## config.mk

```make
export PLATFORM = sky130hd
export DESIGN_NAME = flash_cmd_seq
export DESIGN_NICKNAME = d
export VERILOG_FILES = /design/src/rtl/flash_cmd_seq_pkg.sv /design/src/rtl/flash_bus_cycle.sv /design/src/rtl/flash_cmd_seq.sv
export SDC_FILE = /design/constraint.sdc
export NUM_CORES = 1
export LEC_CHECK = 0
export CAP_MARGIN = 20
export CORE_MARGIN = 5
export CORE_UTILIZATION = 45
export DETAILED_ROUTE_END_ITERATION = 12
export MAX_ROUTING_LAYER = met4
export PLACE_DENSITY_LB_ADDON = 0.2
export SYNTH_ARGS = -nofsm -noshare
export SYNTH_HDL_FRONTEND = slang
export SYNTH_SLANG_ARGS = --single-unit
```

## constraint.sdc

```tcl
create_clock -name CLK -period 2.5 [get_ports CLK]
set_input_delay 0.375 -clock CLK [delete_from_list [all_inputs] [get_ports CLK]]
set_output_delay 0.375 -clock CLK [all_outputs]
set_load 0.005 [all_outputs]
```

## src/rtl/flash_cmd_seq_pkg.sv

```systemverilog
// Shared encodings for the boot-flash command sequencer: command ops, JEDEC unlock
// addresses/bytes, FSM state codes and the per-command write-list lookup.
package flash_cmd_seq_pkg;

  localparam logic [1:0] OP_PROG = 2'b00;
  localparam logic [1:0] OP_SECT = 2'b01;
  localparam logic [1:0] OP_CHIP = 2'b10;
  localparam logic [1:0] OP_RST  = 2'b11;

  localparam logic [10:0] ULK_A1 = 11'h555;
  localparam logic [10:0] ULK_A2 = 11'h2AA;

  localparam logic [7:0] B_AA = 8'hAA;
  localparam logic [7:0] B_55 = 8'h55;
  localparam logic [7:0] B_A0 = 8'hA0;
  localparam logic [7:0] B_80 = 8'h80;
  localparam logic [7:0] B_30 = 8'h30;
  localparam logic [7:0] B_10 = 8'h10;
  localparam logic [7:0] B_F0 = 8'hF0;

  localparam logic [2:0] S_IDLE   = 3'd0;
  localparam logic [2:0] S_WRITE  = 3'd1;
  localparam logic [2:0] S_POLL   = 3'd2;
  localparam logic [2:0] S_RST_F0 = 3'd3;
  localparam logic [2:0] S_DONE   = 3'd4;

  localparam logic [2:0] BUS_IDLE = 3'd0;
  localparam logic [2:0] WR_SETUP = 3'd1;
  localparam logic [2:0] WR_LOW   = 3'd2;
  localparam logic [2:0] WR_HOLD  = 3'd3;
  localparam logic [2:0] WR_GAP   = 3'd4;
  localparam logic [2:0] POLL_RD  = 3'd5;
  localparam logic [2:0] POLL_CHK = 3'd6;

  typedef struct packed {
    logic        use_cmd_addr;
    logic [10:0] ulk_addr;
    logic [7:0]  data;
  } wr_ent_t;

  function automatic logic [2:0] last_idx(input logic [1:0] op);
    case (op)
      OP_PROG: return 3'd3;
      OP_RST:  return 3'd0;
      default: return 3'd5;
    endcase
  endfunction

  // Entry idx of the bus-write list for op; erase lists share their first five cycles.
  function automatic wr_ent_t wr_entry(input logic [1:0] op, input logic [2:0] idx,
                                       input logic [7:0] data);
    wr_ent_t e;
    e = '{use_cmd_addr: 1'b0, ulk_addr: ULK_A1, data: B_AA};
    if (op == OP_RST) begin
      e.ulk_addr = '0;
      e.data     = B_F0;
    end else begin
      case (idx)
        3'd0: e.data = B_AA;
        3'd1, 3'd4: begin e.ulk_addr = ULK_A2; e.data = B_55; end
        3'd2: e.data = (op == OP_PROG) ? B_A0 : B_80;
        3'd3: if (op == OP_PROG) begin e.use_cmd_addr = 1'b1; e.data = data; end
        default: begin
          if (op == OP_CHIP) e.data = B_10;
          else begin e.use_cmd_addr = 1'b1; e.data = B_30; end
        end
      endcase
    end
    return e;
  endfunction

endpackage

```

## src/rtl/flash_bus_cycle.sv

```systemverilog
// One flash bus strobe: a write (setup, WE low, hold, gap) or a poll read (OE low, check).
// A new start is taken while idle or in the final cycle so strobes can run back to back.
module flash_bus_cycle
  import flash_cmd_seq_pkg::*;
#(
  parameter int ADDR_W   = 19,
  parameter int WE_PULSE = 2,
  parameter int OE_PULSE = 2
) (
  input  logic              clk,
  input  logic              rst_n,
  input  logic              start,
  input  logic              rd,
  input  logic [ADDR_W-1:0] addr,
  input  logic [7:0]        wdata,
  output logic              idle,
  output logic              done,
  output logic [7:0]        rdata,
  output logic [ADDR_W-1:0] flash_a,
  output logic [7:0]        flash_dout,
  output logic              flash_doe,
  output logic              flash_ce_n,
  output logic              flash_we_n,
  output logic              flash_oe_n,
  input  logic [7:0]        flash_din
);

  localparam int MAXP = (WE_PULSE > OE_PULSE) ? WE_PULSE : OE_PULSE;
  localparam int CW   = (MAXP < 2) ? 1 : $clog2(MAXP + 1);

  logic [2:0]        state_q, state_d;
  logic [CW-1:0]     cnt_q, cnt_d;
  logic [ADDR_W-1:0] a_q, a_d;
  logic [7:0]        dout_q, dout_d, rdata_q, rdata_d;
  logic              doe_q, doe_d, ce_n_q, ce_n_d, we_n_q, we_n_d, oe_n_q, oe_n_d;

  assign idle = (state_q == BUS_IDLE);
  assign done = (state_q == WR_GAP) || (state_q == POLL_CHK);

  always_comb begin
    state_d = state_q;
    cnt_d   = cnt_q;
    a_d     = a_q;
    dout_d  = dout_q;
    rdata_d = rdata_q;
    case (state_q)
      WR_SETUP: begin state_d = WR_LOW; cnt_d = CW'(WE_PULSE - 1); end
      WR_LOW:   if (cnt_q == '0) state_d = WR_HOLD; else cnt_d = cnt_q - CW'(1);
      WR_HOLD:  state_d = WR_GAP;
      POLL_RD: begin
        if (cnt_q == '0) begin
          rdata_d = flash_din;
          state_d = POLL_CHK;
        end else cnt_d = cnt_q - CW'(1);
      end
      default:  state_d = BUS_IDLE;
    endcase
    if (start && (idle || done)) begin
      a_d = addr;
      if (rd) begin
        state_d = POLL_RD;
        cnt_d   = CW'(OE_PULSE - 1);
      end else begin
        state_d = WR_SETUP;
        dout_d  = wdata;
      end
    end
    // Strobes are registered from the next state so they never glitch.
    doe_d  = (state_d == WR_SETUP) || (state_d == WR_LOW) || (state_d == WR_HOLD);
    ce_n_d = !(doe_d || (state_d == POLL_RD));
    we_n_d = (state_d != WR_LOW);
    oe_n_d = (state_d != POLL_RD);
  end

  always_ff @(posedge clk or negedge rst_n) begin
    if (!rst_n) begin
      state_q <= BUS_IDLE;
      cnt_q   <= '0;
      a_q     <= '0;
      dout_q  <= '0;
      rdata_q <= '0;
      doe_q   <= 1'b0;
      ce_n_q  <= 1'b1;
      we_n_q  <= 1'b1;
      oe_n_q  <= 1'b1;
    end else begin
      state_q <= state_d;
      cnt_q   <= cnt_d;
      a_q     <= a_d;
      dout_q  <= dout_d;
      rdata_q <= rdata_d;
      doe_q   <= doe_d;
      ce_n_q  <= ce_n_d;
      we_n_q  <= we_n_d;
      oe_n_q  <= oe_n_d;
    end
  end

  assign rdata      = rdata_q;
  assign flash_a    = a_q;
  assign flash_dout = dout_q;
  assign flash_doe  = doe_q;
  assign flash_ce_n = ce_n_q;
  assign flash_we_n = we_n_q;
  assign flash_oe_n = oe_n_q;

endmodule

```

## src/rtl/flash_cmd_seq.sv

```systemverilog
// Boot-flash command sequencer: walks the JEDEC write list for one command, polls DQ7/DQ5
// for completion and recovers from failures with a read-reset.
//   state    | meaning
//   IDLE     | ready for a command
//   WRITE    | issuing the unlock/command write list
//   POLL     | reading status until pass, DQ5 failure or poll limit
//   RST_F0   | read-reset write (error recovery or read-reset op)
//   DONE     | one cycle before returning to IDLE
module flash_cmd_seq
  import flash_cmd_seq_pkg::*;
#(
  parameter int          ADDR_W     = 19,
  parameter int          WE_PULSE   = 2,
  parameter int          OE_PULSE   = 2,
  parameter logic [23:0] POLL_LIMIT = 24'hFFFFFF
) (
  input  logic              CLK,
  input  logic              RESET_n,
  input  logic              cmd_valid,
  input  logic [1:0]        cmd_op,
  input  logic [ADDR_W-1:0] cmd_addr,
  input  logic [7:0]        cmd_data,
  output logic              cmd_ready,
  output logic [ADDR_W-1:0] FLASH_A,
  output logic [7:0]        FLASH_DOUT,
  output logic              FLASH_DOE,
  input  logic [7:0]        FLASH_DIN,
  output logic              FLASH_CE_n,
  output logic              FLASH_WE_n,
  output logic              FLASH_OE_n,
  output logic              FLASH_BUSY_n,
  output logic              err,
  input  logic              err_clr
);

  logic [2:0]        state_q, state_d, idx_q, idx_d, ent_idx;
  logic [1:0]        op_q, op_d;
  logic [ADDR_W-1:0] addr_q, addr_d, bus_addr;
  logic [7:0]        data_q, data_d, bus_data, bus_rdata;
  logic [23:0]       cnt_q, cnt_d, cnt_nxt;
  logic              retry_q, retry_d, err_q, err_d, busy_n_q, busy_n_d, ready_q, ready_d;
  logic              err_set, bus_start, bus_rd, use_f0, poll_pass, bus_idle, bus_done;
  wr_ent_t           ent;
  logic              unused_rdata;

  assign unused_rdata = ^{bus_rdata[6], bus_rdata[4:0]};

  always_comb begin
    state_d   = state_q;
    op_d      = op_q;
    addr_d    = addr_q;
    data_d    = data_q;
    idx_d     = idx_q;
    cnt_d     = cnt_q;
    retry_d   = retry_q;
    err_set   = 1'b0;
    bus_start = 1'b0;
    bus_rd    = 1'b0;
    use_f0    = 1'b0;
    ent_idx   = idx_q;
    poll_pass = (op_q == OP_PROG) ? (bus_rdata[7] == data_q[7]) : bus_rdata[7];
    cnt_nxt   = cnt_q + 24'd1;
    case (state_q)
      S_IDLE: begin
        if (cmd_valid) begin
          op_d    = cmd_op;
          addr_d  = cmd_addr;
          data_d  = cmd_data;
          idx_d   = '0;
          cnt_d   = '0;
          retry_d = 1'b0;
          state_d = (cmd_op == OP_RST) ? S_RST_F0 : S_WRITE;
        end
      end
      S_WRITE: begin
        if (bus_idle) bus_start = 1'b1;
        else if (bus_done) begin
          bus_start = 1'b1;
          if (idx_q == last_idx(op_q)) begin
            bus_rd  = 1'b1;
            state_d = S_POLL;
          end else begin
            ent_idx = idx_q + 3'd1;
            idx_d   = ent_idx;
          end
        end
      end
      S_POLL: begin
        if (bus_done) begin
          cnt_d = cnt_nxt;
          if (poll_pass) state_d = S_DONE;
          else if (retry_q || (cnt_nxt >= POLL_LIMIT)) begin
            err_set   = 1'b1;
            use_f0    = 1'b1;
            bus_start = 1'b1;
            state_d   = S_RST_F0;
          end else begin
            // DQ5 high on a failed sample earns exactly one confirming re-read.
            retry_d   = bus_rdata[5];
            bus_start = 1'b1;
            bus_rd    = 1'b1;
          end
        end
      end
      S_RST_F0: begin
        use_f0 = 1'b1;
        if (bus_idle) bus_start = 1'b1;
        else if (bus_done) state_d = S_DONE;
      end
      default: state_d = S_IDLE;
    endcase
    err_d    = err_set || (err_q && !err_clr);
    busy_n_d = (state_d == S_IDLE);
    ready_d  = (state_d == S_IDLE);
  end

  assign ent      = wr_entry(op_q, ent_idx, data_q);
  assign bus_addr = bus_rd           ? ((op_q == OP_CHIP) ? '0 : addr_q) :
                    use_f0           ? '0 :
                    ent.use_cmd_addr ? addr_q : ADDR_W'(ent.ulk_addr);
  assign bus_data = use_f0 ? B_F0 : ent.data;

  always_ff @(posedge CLK or negedge RESET_n) begin
    if (!RESET_n) begin
      state_q  <= S_IDLE;
      op_q     <= '0;
      addr_q   <= '0;
      data_q   <= '0;
      idx_q    <= '0;
      cnt_q    <= '0;
      retry_q  <= 1'b0;
      err_q    <= 1'b0;
      busy_n_q <= 1'b1;
      ready_q  <= 1'b1;
    end else begin
      state_q  <= state_d;
      op_q     <= op_d;
      addr_q   <= addr_d;
      data_q   <= data_d;
      idx_q    <= idx_d;
      cnt_q    <= cnt_d;
      retry_q  <= retry_d;
      err_q    <= err_d;
      busy_n_q <= busy_n_d;
      ready_q  <= ready_d;
    end
  end

  assign cmd_ready    = ready_q;
  assign FLASH_BUSY_n = busy_n_q;
  assign err          = err_q;

  flash_bus_cycle #(
    .ADDR_W  (ADDR_W),
    .WE_PULSE(WE_PULSE),
    .OE_PULSE(OE_PULSE)
  ) u_bus (
    .clk       (CLK),
    .rst_n     (RESET_n),
    .start     (bus_start),
    .rd        (bus_rd),
    .addr      (bus_addr),
    .wdata     (bus_data),
    .idle      (bus_idle),
    .done      (bus_done),
    .rdata     (bus_rdata),
    .flash_a   (FLASH_A),
    .flash_dout(FLASH_DOUT),
    .flash_doe (FLASH_DOE),
    .flash_ce_n(FLASH_CE_n),
    .flash_we_n(FLASH_WE_n),
    .flash_oe_n(FLASH_OE_n),
    .flash_din (FLASH_DIN)
  );

endmodule

```

==> summary.md <==
| Metric | Value |
|---|---|
| Hold Path Class | `input pin to async pin` |
| Max Cap Violations | `0` |
| Largest net degree at the start of global routing | `53` |
| Worst Tran Pin Value | `around 1 ns` |
| Die Footprint | `13400 µm²` |
| Top cell type's share of synthesized area | `47.7%` |
| Post-Synthesis Cells | `approximately 550` |
| 1st-iter DRT viols | `273` |
| Design Area, Final | `6940 µm²` |
| Synth area leader | `dfrtp_1` |
| Die height | `between 100 and 150 µm` |
| Clk sinks | `100` |
| R2R cell count | `11` |
| Layout cells sized above 1 | `24.0%` |
| CP endpoint kind | `register` |
| First-pass GRT wire length | `21700 µm` |
| Post-synth EDFFs | `0` |
| Syn nets | `600` |
| Min cycle time layout | `2.56 ns` |
| Remaining DRCs | `0` |
| Final WS setup | `-0.0574 ns` |
| CORE AREA | `about 11000 µm²` |
| Synthesized area per cell | `9.11 µm²` |
| Post-cts hold buffer count | `0` |
| Port Buffers | `between 60 and 70` |
| Overall power | `7.86 mW` |
| Leakage Power | `3.09 nW` |
| FF-to-FF End | `u_bus.flash_a[18]` |
| Most common cell after layout, fill and taps aside | `nand2_1` |
| Worst EP required | `2.78 ns` |
| Worst R2R Setup Slack | `-0.06 ns` |
| Synth area leaders | `dfrtp_1 48%, nand2_1 9.6%, o21ai_0 5.0%` |
| Async S/R FF share, synth | `between 90% and 100%` |
| Antenna diodes | `0` |
| Die Width | `116 µm` |
| Later-pin clock latency in the skew report | `just under 0.4 ns` |
| Final Cycle Share | `102%` |
| Initial Utilization | `between 40% and 50%` |
| Layout Cells excl Fill | `832` |
| Max Clock Freq | `around 400 MHz` |
| Failing checks | `setup timing` |
| Drt wl/cell | `16.2 µm` |
| Clk Tree Root Cell | `clkbuf_8` |
| Slew headroom | `33.3%` |
| Dpl ws | `-0.147 ns` |
| Post-DP HPWL | `9220 µm` |
| Gr ovfl total | `0` |
| Unique masters post-synth | `62` |
| Placement Cell Area | `about 6300 µm²` |
| PwrDens | `1130 nW/µm²` |
| Via count | `4571` |
| RSZ-0062 raised after global routing | `yes` |
| Final WL | `13500 µm` |
| Antenna violations before repair | `0` |
| Storage cell area | `2510 µm²` |
| Post-Synthesis Cell Area | `5040 µm²` |
| # rows | `38` |
| Status | `complete, but fails checks` |
| DRT Pass-1 Iters | `4` |
| IO Pins | `75` |
| Worst-path fanout max | `8` |
| Endpoints failing setup | `14` |
| Number of global-route vias before repair | `4549` |
| Arr. time, crit path | `2.84 ns` |
| Clock slew at reported path FFs | `around 0.11 ns` |
| Slew Limit Fails | `0` |
| H-tree Lvls | `3` |
| Multi-input gate area | `between 2000 and 3000 µm²` |
| Via density | `roughly 5.5` |
| Most used DFF post-synth | `dfrtp_1` |
| CTS max path bufs | `2` |
| R2r startpoint | `op_q[1]` |
| CTS tree | `yes` |
| Routability cong. | `0.871` |
| Final Hold Violating Endpoints | `0` |
| Skew final | `roughly 0.015 ns` |
| Sequential fraction of the synthesis area | `about 50%` |
| Kind of critical path | `register to register` |
| Fill count | `895` |
| Total track usage | `20.9%` |
| Startpoint types | `register` |
| # placed instances | `801` |
| Most frequent cells in the layout | `127 x nand2_1, 95 x dfrtp_1, 81 x buf_4` |
| Final core area utilization | `63.7%` |
| Yosys warnings | `0` |
| Layout Area Growth over Synthesis | `37.8%` |
| Worst IR drop on VDD | `0.000754 V` |
| Final ANT Viol Nets | `0` |
| CTS buffer count | `9` |
| Synthesized flop and latch total | `100` |
| Final #Nets | `roughly 730` |
[timing repair]
| item | in CTS | in global routing |
|---|---|---|
| buffers inserted | 9 | 6 |
| gates resized for setup | 19 | 35 |
| pin swaps | 11 | 20 |
| endpoints found under the setup margin | 26 | 28 |
[registers in the layout, summed over array words and instances (netlist names), 2 cells and up]
| name | cells |
|---|---|
| data_q | 8 |
| addr_q | 19 |
| u_bus.state_q | 3 |
| u_bus.rdata | 2 |
| op_q | 2 |
| idx_q | 3 |
| u_bus.flash_a | 19 |
| u_bus.cnt_q | 2 |
| u_bus.flash_dout | 8 |
| cnt_q | 24 |
| state_q | 3 |
[how the worst max path moves through the flow]
stage | startpoint | end | slack (ns) | depth (start not counted)
after global routing | idx_q[0] | u_bus.flash_a[18] | -0.16 | 9
after detailed placement | op_q[0] | u_bus.flash_a[13] | -0.15 | 11
after global placement | op_q[1] | u_bus.flash_a[4] | -0.07 | 10
after floorplan | cnt_q[1] | u_bus.cnt_q[0] | 0.01 | 8
final | op_q[1] | u_bus.flash_a[18] | -0.06 | 11
after CTS | op_q[1] | u_bus.flash_a[18] | -0.11 | 10
[report_power, final]
group          internal (mW)  total [mW]  switching (mW)
sequential              2.22        2.66           0.449
combinational           2.05        4.03            1.98
clock                  0.542        1.17           0.623
[synthesized netlist by cell type, types with 4 or more instances]
cell type  instances
nand2_1          129
dfrtp_1           96
o21ai_0           50
a21oi_1           33
nor2_1            31
clkbuf_1          24
a22o_1            18
a32oi_1           11
nand3_1           11
nor2b_1           10
a31oi_1            9
nand4_1            9
inv_1              8
and3_1             7
nand2b_1           7
and2_1             6
ha_1               6
xnor2_1            6
xor2_1             6
dfstp_2            4
mux2_2             4
nor3_1             4
o31ai_1            4
[routing by layer]
| layer | wire, µm | part of all wire, % | up-vias | global-route usage [%] |
|---|---|---|---|---|
| met5 | 0 | 0 | - | - |
| met4 | 113 | 0.84 | 0 | 4.49 |
| met3 | 721 | 5.4 | 9 | 5.59 |
| met2 | 6880 | 51 | 99 | 34.3 |
| met1 | 5740 | 43 | 2232 | 26.2 |
| li1 | - | - | 2231 | - |
[area by class of cell]
cell class                 count  share of cell area (%)
clock inverter                 5                    1.05
sequential                   100                    36.2
tap                          140                    2.52
inverter                       8                   0.433
multi-input combinational    416                    38.4
clock buffer                  11                    2.18
timing repair buffer         152                    19.2
[kinds of logic after synthesis]
family	count (synthesis)	share of synthesized area [%]
AND/OR/NAND/NOR	238	22.4
XOR/XNOR	13	2.41
flip-flops	100	49.8
buffers and inverters	37	2.91
multiplexers	5	1.09
adder cells (fa/ha/maj)	6	1.49
AO/OA/AOI/OAI	154	19.9
[stage by stage]
step | hold WS, ns | setup TNS [ns]
5_1_grt | 0.0849 | -2.63
6_report | 0.0197 | -0.447
3_3_place_gp | 0.460 | -0.698
4_1_cts | 0.0511 | -0.907
3_5_place_dp | 0.463 | -2.69
2_1_floorplan | 0.0794 | 0
[critical path, cell delays in order (launching register included)]
cell and delay (ns):
dfrtp_1 0.43, inv_2 0.08, ha_4 0.21, xor2_2 0.19, o311ai_4 0.24, buf_4 0.18
mux2i_4 0.28, a211oi_2 0.12, o21ai_2 0.18, o311ai_2 0.14, buf_4 0.20, a22o_1 0.19
No activity file was read; power rests on OpenSTA's default activity.
==> variant 1: new RTL, config.mk and constraints unchanged <==
`a_q`, `dout_q` and `rdata_q` no longer have a reset.
--- a/src/rtl/flash_bus_cycle.sv
+++ b/src/rtl/flash_bus_cycle.sv
@@ -76,9 +76,6 @@
     if (!rst_n) begin
       state_q <= BUS_IDLE;
       cnt_q   <= '0;
-      a_q     <= '0;
-      dout_q  <= '0;
-      rdata_q <= '0;
       doe_q   <= 1'b0;
       ce_n_q  <= 1'b1;
       we_n_q  <= 1'b1;
@@ -86,14 +83,17 @@
     end else begin
       state_q <= state_d;
       cnt_q   <= cnt_d;
-      a_q     <= a_d;
-      dout_q  <= dout_d;
-      rdata_q <= rdata_d;
       doe_q   <= doe_d;
       ce_n_q  <= ce_n_d;
       we_n_q  <= we_n_d;
       oe_n_q  <= oe_n_d;
     end
+  end
+
+  always_ff @(posedge clk) begin
+    a_q     <= a_d;
+    dout_q  <= dout_d;
+    rdata_q <= rdata_d;
   end
 
   assign rdata      = rdata_q;
Function: differs if RESET_n is asserted again (counterexample within 4 cycles, from zero or initial values and one cycle with RESET_n low); with RESET_n held inactive, the same outputs for 10 cycles.
==> variant 1 against the unedited design <==
Sequential cell count unchanged; wire length rose by 0.41%; cell area rose by 2.9%; synthesized area rose by 0.45%; total power is 2.1% lower; hold slack better by 17 ps; setup slack got worse by 270 ps; utilization grew 1.6 points; maximum frequency fell by 9.6%; the run still ends with negative setup slack left; die area is 0.41% higher; global-route usage increased by 0.58 points; sequential power rose by 4%; synthesized cell count down 2.5%.
==> variant 1: results <==
set metrics [dict create \
    grt_max_degree 39 \
    vias 4558 \
    synth_adder_area_share_pct 1.48 \
    clk_latency_ps 340 \
    leakage_nw 3.01 \
    slew_headroom_pct 55.3 \
    post_drt_wl_per_cell_um 16.3 \
    syn_area_per_cell_um2 9.39 \
    rr_worst_depth 9 \
    grt_pass1_vias 4695 \
    status "complete, but fails checks" \
    dp_cells 806 \
    synth-compound-area-share_pct 17.1 \
    pre_cts_slack_ps -420 \
    tns_ps -9360 \
    async_flop_share_pct 71.0 \
    finClkSkew_ps 11.3 \
    violations "negative setup slack" \
    ctsResizeCount 37 \
    irDropWorstVdd_mv 0.771 \
    yosys-mux-area-fraction_pct 1.29 \
    setup_ws_ps -328 \
    cts_setup_buffers 8 \
    routabilityCongestion 0.904 \
    synth_top_area_share_pct 33.1 \
    vias_per_cell 5.48 \
    cp_slowest_stage_delay_ps 520 \
    synth_edf_count 29 \
    finalSetupViolCount 41 \
]
[variant 1: cell count changes after synthesis, sizes merged, moves of 6 or more]
cell	change
a21boi	+8
a21oi	-14
a221o	+6
a22o	-17
a32oi	-10
dfrtp	-29
edfxtp	+29
inv	+10
nand2	-17
o31ai	+6
[variant 1: area by class of cell]
type	instances	area [µm²]	share of cell area [%]
tap	140	175	2.45
sequential	100	2650	37.2
clock inverter	5	60.1	0.841
multi-input combinational	390	2460	34.4
timing repair buffer	167	1480	20.8
inverter	18	67.6	0.946
clock buffer	11	243	3.40
[variant 1: power breakdown]
part	internal (mW)	leakage [nW]	switching (mW)
Combinational	1.80	1.68	1.73
Sequential	2.45	1.19	0.314
Clock	0.807	0.146	0.594
[variant 1: metal layers]
layer	part of all wire (%)	global-route usage [%]
met5	0	-
met4	1.5	5.88
met3	4.8	3.66
met2	52	38.4
met1	42	25.0
[variant 1: worst max-delay path: cells and delay by family (launching register included)]
family,cells,cell delay (ps)
compound gates,4,810
buf+inv,2,390
simple gates,3,1000
flops,1,390
==> variant 2: new RTL, config.mk and constraints unchanged <==
Made on the original files. `WE_PULSE` is set to 2 in 2 places; all go to 1.
--- a/src/rtl/flash_bus_cycle.sv
+++ b/src/rtl/flash_bus_cycle.sv
@@ -4,7 +4,7 @@
   import flash_cmd_seq_pkg::*;
 #(
   parameter int ADDR_W   = 19,
-  parameter int WE_PULSE = 2,
+  parameter int WE_PULSE = 1,
   parameter int OE_PULSE = 2
 ) (
   input  logic              clk,
--- a/src/rtl/flash_cmd_seq.sv
+++ b/src/rtl/flash_cmd_seq.sv
@@ -10,7 +10,7 @@
   import flash_cmd_seq_pkg::*;
 #(
   parameter int          ADDR_W     = 19,
-  parameter int          WE_PULSE   = 2,
+  parameter int          WE_PULSE   = 1,
   parameter int          OE_PULSE   = 2,
   parameter logic [23:0] POLL_LIMIT = 24'hFFFFFF
 ) (
Formal check against the unedited RTL: not equivalent (a bounded check fails within 10 cycles, from zero or initial values and one cycle with RESET_n low).
==> variant 2 against the unedited design <==
The run still ends with negative setup slack left; largest cell class unchanged; clock skew decreased by 6.0 ps; critical path depth increased by 1; utilization decreased by 2.0 points; hold slack improved by 18 ps; critical endpoint is now u_bus.flash_a[7]$_DFFE_PN0P_; cell area increased by 0.63%; maximum frequency increased by 0.19%; count of clock-buffer cells in the layout decreased by 1; total power decreased by 8.5%; setup slack improved by 4.8 ps; wire length decreased by 1.5%; synthesized area increased by 1.9%; sequential cell count unchanged.
==> variant 2: results <==
set metrics [dict create \
    post_drt_wl_per_cell_um 15.7 \
    post_dp_cell_area_um2 6410 \
    p_total_mw 7.19 \
    finalSetupViolCount 10 \
    setup_ws_ps -52.6 \
    syn_area_per_cell_um2 9.09 \
    clk_pin_slew_ps 70 \
    cp_slowest_stage_delay_ps 400 \
    hold_slack_ps 37.6 \
    grt_pass1_vias 4408 \
    r2r_end "u_bus.flash_a[7]$_DFFE_PN0P_" \
    clk_latency_ps 350 \
    synth_nets 612 \
    routabilityCongestion 0.937 \
    tns_ps -166 \
    gr-usage-met2_pct 32.6 \
    fillers 961 \
    grtUsageMet1_pct 26.9 \
    cp_max_fo 4 \
    drive_gt1_share_pct 21.3 \
    synth_common_cells "136 x nand2_1, 96 x dfrtp_1, 39 x o21ai_0" \
    status "complete, but fails checks" \
    ys_seq_area_share_pct 48.8 \
    comb_power_share_pct 47.2 \
    rr_worst_depth 12 \
    vias_per_cell 5.48 \
    violations "negative setup slack" \
]
## variant 2: cell families (layout without fill, tap and decap cells)
| logic type | count (synthesis) | after routing | share of synthesized area, % |
|---|---|---|---|
| and+or+nand+nor | 256 | 256 | 24.3 |
| AOI/OAI and AO/OA | 134 | 134 | 17.6 |
| DFF | 100 | 100 | 48.8 |
| buffers and inverters | 51 | 184 | 4.29 |
| xor gates and xnor gates | 10 | 10 | 1.71 |
| muxes | 8 | 8 | 1.80 |
| adders and majority gates | 6 | 6 | 1.46 |
## variant 2: repair_timing
item	CTS	global route
gates resized for setup	10	32
endpoints found under the setup margin	24	31
buffers inserted	4	9
pin swaps	6	15
## variant 2: worst max path at each step
| stage | from | to | slack [ps] | cells past startpoint |
|---|---|---|---|---|
| floorplan | op_q[0]$_DFFE_PN0P_ | u_bus.flash_a[7]$_DFFE_PN0P_ | 6 | 11 |
| global placement | op_q[1]$_DFFE_PN0P_ | u_bus.flash_a[18]$_DFFE_PN0P_ | -30 | 10 |
| detailed placement | op_q[1]$_DFFE_PN0P_ | u_bus.flash_a[13]$_DFFE_PN0P_ | -60 | 10 |
| CTS | op_q[1]$_DFFE_PN0P_ | u_bus.flash_a[15]$_DFFE_PN0P_ | -2 | 10 |
| global route | op_q[1]$_DFFE_PN0P_ | u_bus.flash_a[0]$_DFFE_PN0P_ | -150 | 9 |
| finish | op_q[1]$_DFFE_PN0P_ | u_bus.flash_a[7]$_DFFE_PN0P_ | -50 | 12 |
## variant 2: area by class of cell
class,instances,area [µm²],share of cell area [%]
multi-input cells,414,2610,37.4
flip-flops and latches,100,2510,35.9
repair buffers,149,1340,19.2
clock buffers,10,229,3.28
well taps,143,179,2.56
inverters,20,75.1,1.08
clock inverters,5,38.8,0.556
